**src/rtl/aq_sigcap_pkg.sv**
```systemverilog
// aq_sigcap_pkg: shared widths, capture FSM states and the RAM write-enable constant.
package aq_sigcap_pkg;
    localparam int ADDR_W_DEF = 10;
    localparam int DATA_W_DEF = 32;
    localparam logic [3:0] MEM_WE_ALL = 4'hF;
    typedef enum logic [1:0] {S_IDLE, S_ARMED, S_POST, S_DONE} state_t;
endpackage

```
**src/rtl/aq_sigcap_trig.sv**
```systemverilog
// aq_sigcap_trig: mask/value compare OR force, qualified by an accepted ARMED sample.
// AQ_SIGCAP_TRIG_EDGE_EN makes the compare fire only on a false->true transition.
module aq_sigcap_trig import aq_sigcap_pkg::*; #(
    parameter int DATA_W = DATA_W_DEF
) (
    input  logic              clk,
    input  logic              rst,
    input  logic              i_clr,
    input  logic              i_eval,
    input  logic [DATA_W-1:0] i_din,
    input  logic [DATA_W-1:0] i_mask,
    input  logic [DATA_W-1:0] i_val,
    input  logic              i_force,
    output logic              o_hit
);
    logic w_match;
    assign w_match = ((i_din ^ i_val) & i_mask) == '0;
`ifdef AQ_SIGCAP_TRIG_EDGE_EN
    logic r_prev;
    logic w_prev;
    // a START in the same cycle as the sample sees a cleared history
    assign w_prev = i_clr ? 1'b0 : r_prev;
    always_ff @(posedge clk or posedge rst)
        if (rst) r_prev <= 1'b0;
        else if (i_eval) r_prev <= w_match;
        else if (i_clr) r_prev <= 1'b0;
    assign o_hit = i_eval & (i_force | (w_match & ~w_prev));
`else
    logic w_unused;
    assign w_unused = ^{clk, rst, i_clr};
    assign o_hit = i_eval & (i_force | w_match);
`endif
endmodule

```
**src/rtl/aq_sigcap_capture.sv**
```systemverilog
// aq_sigcap_capture: armed ring-buffer capture into the signal-capture RAM with mask/value trigger
// and post-trigger count. Optional edge-sensitive trigger via AQ_SIGCAP_TRIG_EDGE_EN.
module aq_sigcap_capture import aq_sigcap_pkg::*; #(
    parameter int ADDR_W = ADDR_W_DEF,
    parameter int DATA_W = DATA_W_DEF
) (
    input  logic              CLK,
    input  logic              RST,
    input  logic              START,
    input  logic              STOP,
    input  logic [ADDR_W-1:0] POST_CNT,
    input  logic [DATA_W-1:0] TRIG_MASK,
    input  logic [DATA_W-1:0] TRIG_VAL,
    input  logic              TRIG_FORCE,
    input  logic [DATA_W-1:0] DIN,
    input  logic              DIN_VALID,
    output logic [ADDR_W-1:0] MEM_ADDR,
    output logic [3:0]        MEM_WE,
    output logic [DATA_W-1:0] MEM_DI,
    output logic              BUSY,
    output logic              DONE,
    output logic              WRAPPED,
    output logic [ADDR_W-1:0] TRIG_ADDR,
    output logic [ADDR_W-1:0] END_ADDR
);
    state_t r_state, w_next;
    logic [ADDR_W-1:0] r_ptr, r_post_cnt, r_cnt, w_ptr, w_cnt_src;
    logic [DATA_W-1:0] r_mask, r_val, w_mask, w_val;
    logic r_we, w_start, w_stop, w_arm_smp, w_post_smp, w_write, w_hit, w_trig;

    assign w_start    = START & ~STOP;
    assign w_stop     = STOP & (START | r_state == S_ARMED | r_state == S_POST);
    // a sample arriving with START belongs to the new capture and is trigger-evaluated
    assign w_arm_smp  = DIN_VALID & (w_start | (~STOP & r_state == S_ARMED));
    assign w_post_smp = DIN_VALID & ~START & ~STOP & r_state == S_POST;
    assign w_write    = w_arm_smp | w_post_smp;
    assign w_trig     = w_arm_smp & w_hit;
    assign w_ptr      = w_start ? '0 : r_ptr;
    assign w_cnt_src  = w_start ? POST_CNT : r_post_cnt;
    assign w_mask     = w_start ? TRIG_MASK : r_mask;
    assign w_val      = w_start ? TRIG_VAL : r_val;

    aq_sigcap_trig #(.DATA_W(DATA_W)) u_trig (
        .clk(CLK), .rst(RST), .i_clr(w_start), .i_eval(w_arm_smp), .i_din(DIN),
        .i_mask(w_mask), .i_val(w_val), .i_force(TRIG_FORCE), .o_hit(w_hit)
    );

    always_ff @(posedge CLK or posedge RST)
        if (RST) r_state <= S_IDLE;
        else r_state <= w_next;

    always_comb
        w_next = w_stop ? S_IDLE :
                 w_trig ? (w_cnt_src == '0 ? S_DONE : S_POST) :
                 w_start ? S_ARMED :
                 (w_post_smp && r_cnt == ADDR_W'(1)) ? S_DONE : r_state;

    always_comb begin
        BUSY   = r_state == S_ARMED || r_state == S_POST;
        DONE   = r_state == S_DONE;
        MEM_WE = r_we ? MEM_WE_ALL : 4'h0;
    end

    always_ff @(posedge CLK or posedge RST) begin
        if (RST) begin
            r_we       <= 1'b0;
            r_ptr      <= '0;
            r_post_cnt <= '0;
            r_cnt      <= '0;
            r_mask     <= '0;
            r_val      <= '0;
            MEM_ADDR   <= '0;
            MEM_DI     <= '0;
            WRAPPED    <= 1'b0;
            TRIG_ADDR  <= '0;
            END_ADDR   <= '0;
        end else begin
            r_we <= w_write;
            if (w_start) begin
                r_mask     <= TRIG_MASK;
                r_val      <= TRIG_VAL;
                r_post_cnt <= POST_CNT;
                r_ptr      <= '0;
                WRAPPED    <= 1'b0;
            end
            if (w_write) begin
                r_ptr    <= w_ptr + 1'b1;
                MEM_ADDR <= w_ptr;
                MEM_DI   <= DIN;
                END_ADDR <= w_ptr;
                if (&w_ptr) WRAPPED <= 1'b1;
            end
            if (w_trig) begin
                TRIG_ADDR <= w_ptr;
                r_cnt     <= w_cnt_src;
            end else if (w_post_smp) begin
                r_cnt <= r_cnt - 1'b1;
            end
        end
    end
endmodule
```
**config.mk**
```make
export PLATFORM = sky130hd
export DESIGN_NAME = aq_sigcap_capture
export DESIGN_NICKNAME = d
export VERILOG_FILES = /design/src/rtl/aq_sigcap_pkg.sv /design/src/rtl/aq_sigcap_trig.sv /design/src/rtl/aq_sigcap_capture.sv
export SDC_FILE = /design/constraint.sdc
export NUM_CORES = 1
export LEC_CHECK = 0
export ABC_AREA = 0
export BUFFER_PORTS_ARGS = -buffer_cell sky130_fd_sc_hd__buf_2
export CORE_MARGIN = 8
export CORE_UTILIZATION = 45
export CTS_BUF_LIST = sky130_fd_sc_hd__clkbuf_8
export CTS_CLUSTER_SIZE = 40
export DETAILED_ROUTE_END_ITERATION = 6
export HOLD_SLACK_MARGIN = 0.15
export PLACE_DENSITY = 0.69
export RECOVER_POWER = 100
export SYNTH_ARGS = -nofsm -noshare
export SYNTH_HDL_FRONTEND = slang
export SYNTH_SLANG_ARGS = --single-unit
export TNS_END_PERCENT = 1
```
**constraint.sdc**
```tcl
create_clock -name CLK -period 5 [get_ports CLK]
set_input_delay 0 -clock CLK [delete_from_list [all_inputs] [get_ports CLK]]
set_output_delay 0 -clock CLK [all_outputs]
set_load 0.01 [all_outputs]
```
==> impl_metrics.tcl <==
set metrics [dict create \
    finalSetupTns_ns 0 \
    vias 6394 \
    cts_root_buf "clkbuf_8" \
    post-route-drc-count 0 \
    rsz0062_at_grt "false" \
    vias_per_cell 4.91 \
    area_growth_pct 35.7 \
    path_clk_slew_ns 0.08 \
    grt_max_degree 93 \
    synthArstFlopShare 1.00 \
    dp_cells 1137 \
    wl_per_cell_um 16.3 \
    synthesis.nets 903 \
    rows 46 \
    status "finished, violations left" \
    slew_headroom -1.35 \
    synth_cell_types 53 \
    final_cells 1303 \
    ant_nets 0 \
    boundaryPins 181 \
    crit_path_max_fanout 67 \
    synth_top_cell_area_share 0.519 \
    max_freq_ghz 0.244 \
    power_density_nw_per_um2 337 \
    place_hpwl_mm 13.9 \
    violations "capacitance limit, slew limit" \
    die_h_um 143 \
    synth_flop_cell "dfrtp_1" \
    cap_violations 3 \
    finish.utilization 0.620 \
    finalSetupViolations 0 \
    finalCritPeriodShare 0.819 \
    htree_num_levels 4 \
    syn_avg_cell_area_um2 9.22 \
    place.gp.congestion 0.821 \
    worst_setup_path_end_kind "flop" \
    wirelength_mm 21.3 \
    cts_sinks 150 \
    syn_inst 785 \
    startpoint_type "input port" \
    die_x_um 143 \
    cts_made_buffers 17 \
    grt_first_pass_wirelength_mm 34.4 \
    fin_ws_ns 0.904 \
    peakVddDrop_v 0.000156 \
    critPathKind "input port to flop" \
    synth_area_leaders "dfrtp_1 (52%), nand2_1 (16%), xor2_1 (5.3%), mux2i_1 (4.0%), inv_1 (1.7%)" \
    hold_class "input port to flop" \
    tightest_slew_ns 3.51 \
    drtIter0Drc 475 \
    slew_violations 162 \
    n_fill_cell 1341 \
    track_usage 0.214 \
    drive_gt1_frac 0.140 \
    drt_pass1_iterations 6 \
    core_um2 15800 \
    clk_latency_ns 0.45 \
    p_leak_nw 4.77 \
    clock_skew_ns 0.0101 \
    place_ws_ns 1.47 \
    synthesis.area_um2 7240 \
    grt_pass1_vias 6719 \
    grt_antenna_before_repair 2 \
    cts_tree "built" \
    gr-total-overflow 0 \
    ys_ff_latch 150 \
    dieArea_um2 20400 \
    period_needed_ns 4.10 \
    synth-edff-count 0 \
    hold_violations 0 \
    nets 1187 \
    clock_path_buffers 2 \
    portBuffers 180 \
    required_ns 5.31 \
    initial_core_util 0.457 \
    critPathArrivalTime_ns 4.40 \
    synth_top_area_cell "dfrtp_1" \
    yosysWarningCount 0 \
    yosysSeqAreaShare 0.519 \
]
## layout make-up
type / count / area [um^2] / share of cell area
clock buffers: 19 / 262 / 0.0266
clock inverters: 13 / 201 / 0.0205
well taps: 216 / 270 / 0.0275
inverters: 33 / 124 / 0.0126
flip-flops and latches: 150 / 3750 / 0.382
multi-input cells: 553 / 3070 / 0.312
repair buffers: 314 / 2130 / 0.217
diodes: 5 / 12.5 / 0.00127
## Yosys cell counts (3+ instances only)
cell type	number
xor2_1	44
nand3_1	10
o21ai_0	24
xnor2_1	14
nor2_1	13
buf_2	5
clkbuf_1	16
nand3b_1	4
or3_1	4
buf_4	16
dfrtp_1	150
nand4_1	5
a22oi_1	3
nor3b_1	6
nand4b_1	7
a21oi_1	9
inv_1	33
nor3_1	4
buf_1	8
o22ai_1	3
nand2_1	309
mux2i_1	29
nor4_1	5
a221oi_1	7
ha_1	6
a31oi_1	10
and3_1	4
## state kept, by name, summed over array words and instances, names as in the netlist
| register | count |
|---|---|
| r_val | 32 |
| TRIG_ADDR | 10 |
| r_ptr | 10 |
| MEM_DI | 32 |
| r_cnt | 10 |
| r_we | 1 |
| WRAPPED | 1 |
| r_state | 2 |
| r_post_cnt | 10 |
| r_mask | 32 |
| END_ADDR | 10 |
## timing repair
action                                 4_1_cts  5_1_grt
resized for setup                            0        0
setup buffers                                0        0
hold buffers                               129        0
endpoints found under the hold margin      217        0
## power breakdown
part,switching (mW),leakage (nW),internal (mW)
registers,0.134,1.89,1.40
logic,0.388,2.65,0.303
clock network,0.470,0.228,0.618
## worst paths after layout
path	slack [ns]	cells past startpoint	from	endpoint
worst min register to register	0.48	2	r_mask[10]	r_mask[10]
worst min-delay path	0.19	4	DIN_VALID	r_cnt[0]
max in group asynchronous	1.42	4	RST	r_mask[5]
worst max-delay path	0.90	10	STOP	TRIG_ADDR[7]
worst max register to register	1.58	8	r_state[1]	MEM_DI[0]
min in group asynchronous	1.39	3	RST	MEM_DI[19]
## through the flow
stage / power (mW) / area [um^2] / hold WS (ns)
2_1_floorplan: 1.93 / 7240 / 0.105
3_3_place_gp: 2.16 / 8160 / 0.206
3_5_place_dp: 2.17 / 8160 / 0.213
4_1_cts: 3.35 / 9910 / 0.154
5_1_grt: 3.48 / 9810 / 0.193
6_report: 3.31 / 9820 / 0.192
## worst max-delay path: stages
cell	delay [ns]
dlygate4sd3_1	0.53
clkbuf_1	0.22
nand2b_4	0.63
clkbuf_1	1.46
nand3_1	0.18
nand4_1	0.20
nor4_1	0.06
a31o_1	0.50
clkbuf_1	0.39
mux2i_1	0.20
## per-layer routing
metal / track usage / part of all wire / vias up
met5: 0 / 0 / -
met4: 0.0912 / 0.027 / 0
met3: 0.0477 / 0.070 / 45
met2: 0.330 / 0.46 / 231
met1: 0.284 / 0.45 / 3002
li1: - / - / 3116
## cell families (layout without fill, tap and decap cells)
| kind of cell | Yosys count | in the layout | share of synthesized area |
|---|---|---|---|
| xor gates and xnor gates | 58 | 58 | 0.0702 |
| buffers and inverters | 82 | 379 | 0.0583 |
| other | 0 | 5 | 0 |
| adders and majority gates | 6 | 6 | 0.0104 |
| DFF | 150 | 150 | 0.519 |
| and+or+nand+nor | 386 | 386 | 0.231 |
| AOI/OAI and AO/OA | 70 | 70 | 0.0641 |
| muxes | 33 | 33 | 0.0469 |
## cells in the final DEF, fill, tap and decap left out, drive strengths merged, types with 6 or more instances in the layout
master / n
dlygate4sd3: 129
nand4b: 7
nor2: 13
a31oi: 10
xor2: 44
xnor2: 14
clkbuf: 93
nor4: 6
a221oi: 7
buf: 111
ha: 6
nor3b: 6
o21ai: 24
nand3: 10
inv: 34
a21oi: 9
mux2i: 29
nand2: 309
dfrtp: 150
Power figures use the tool's default switching activity.
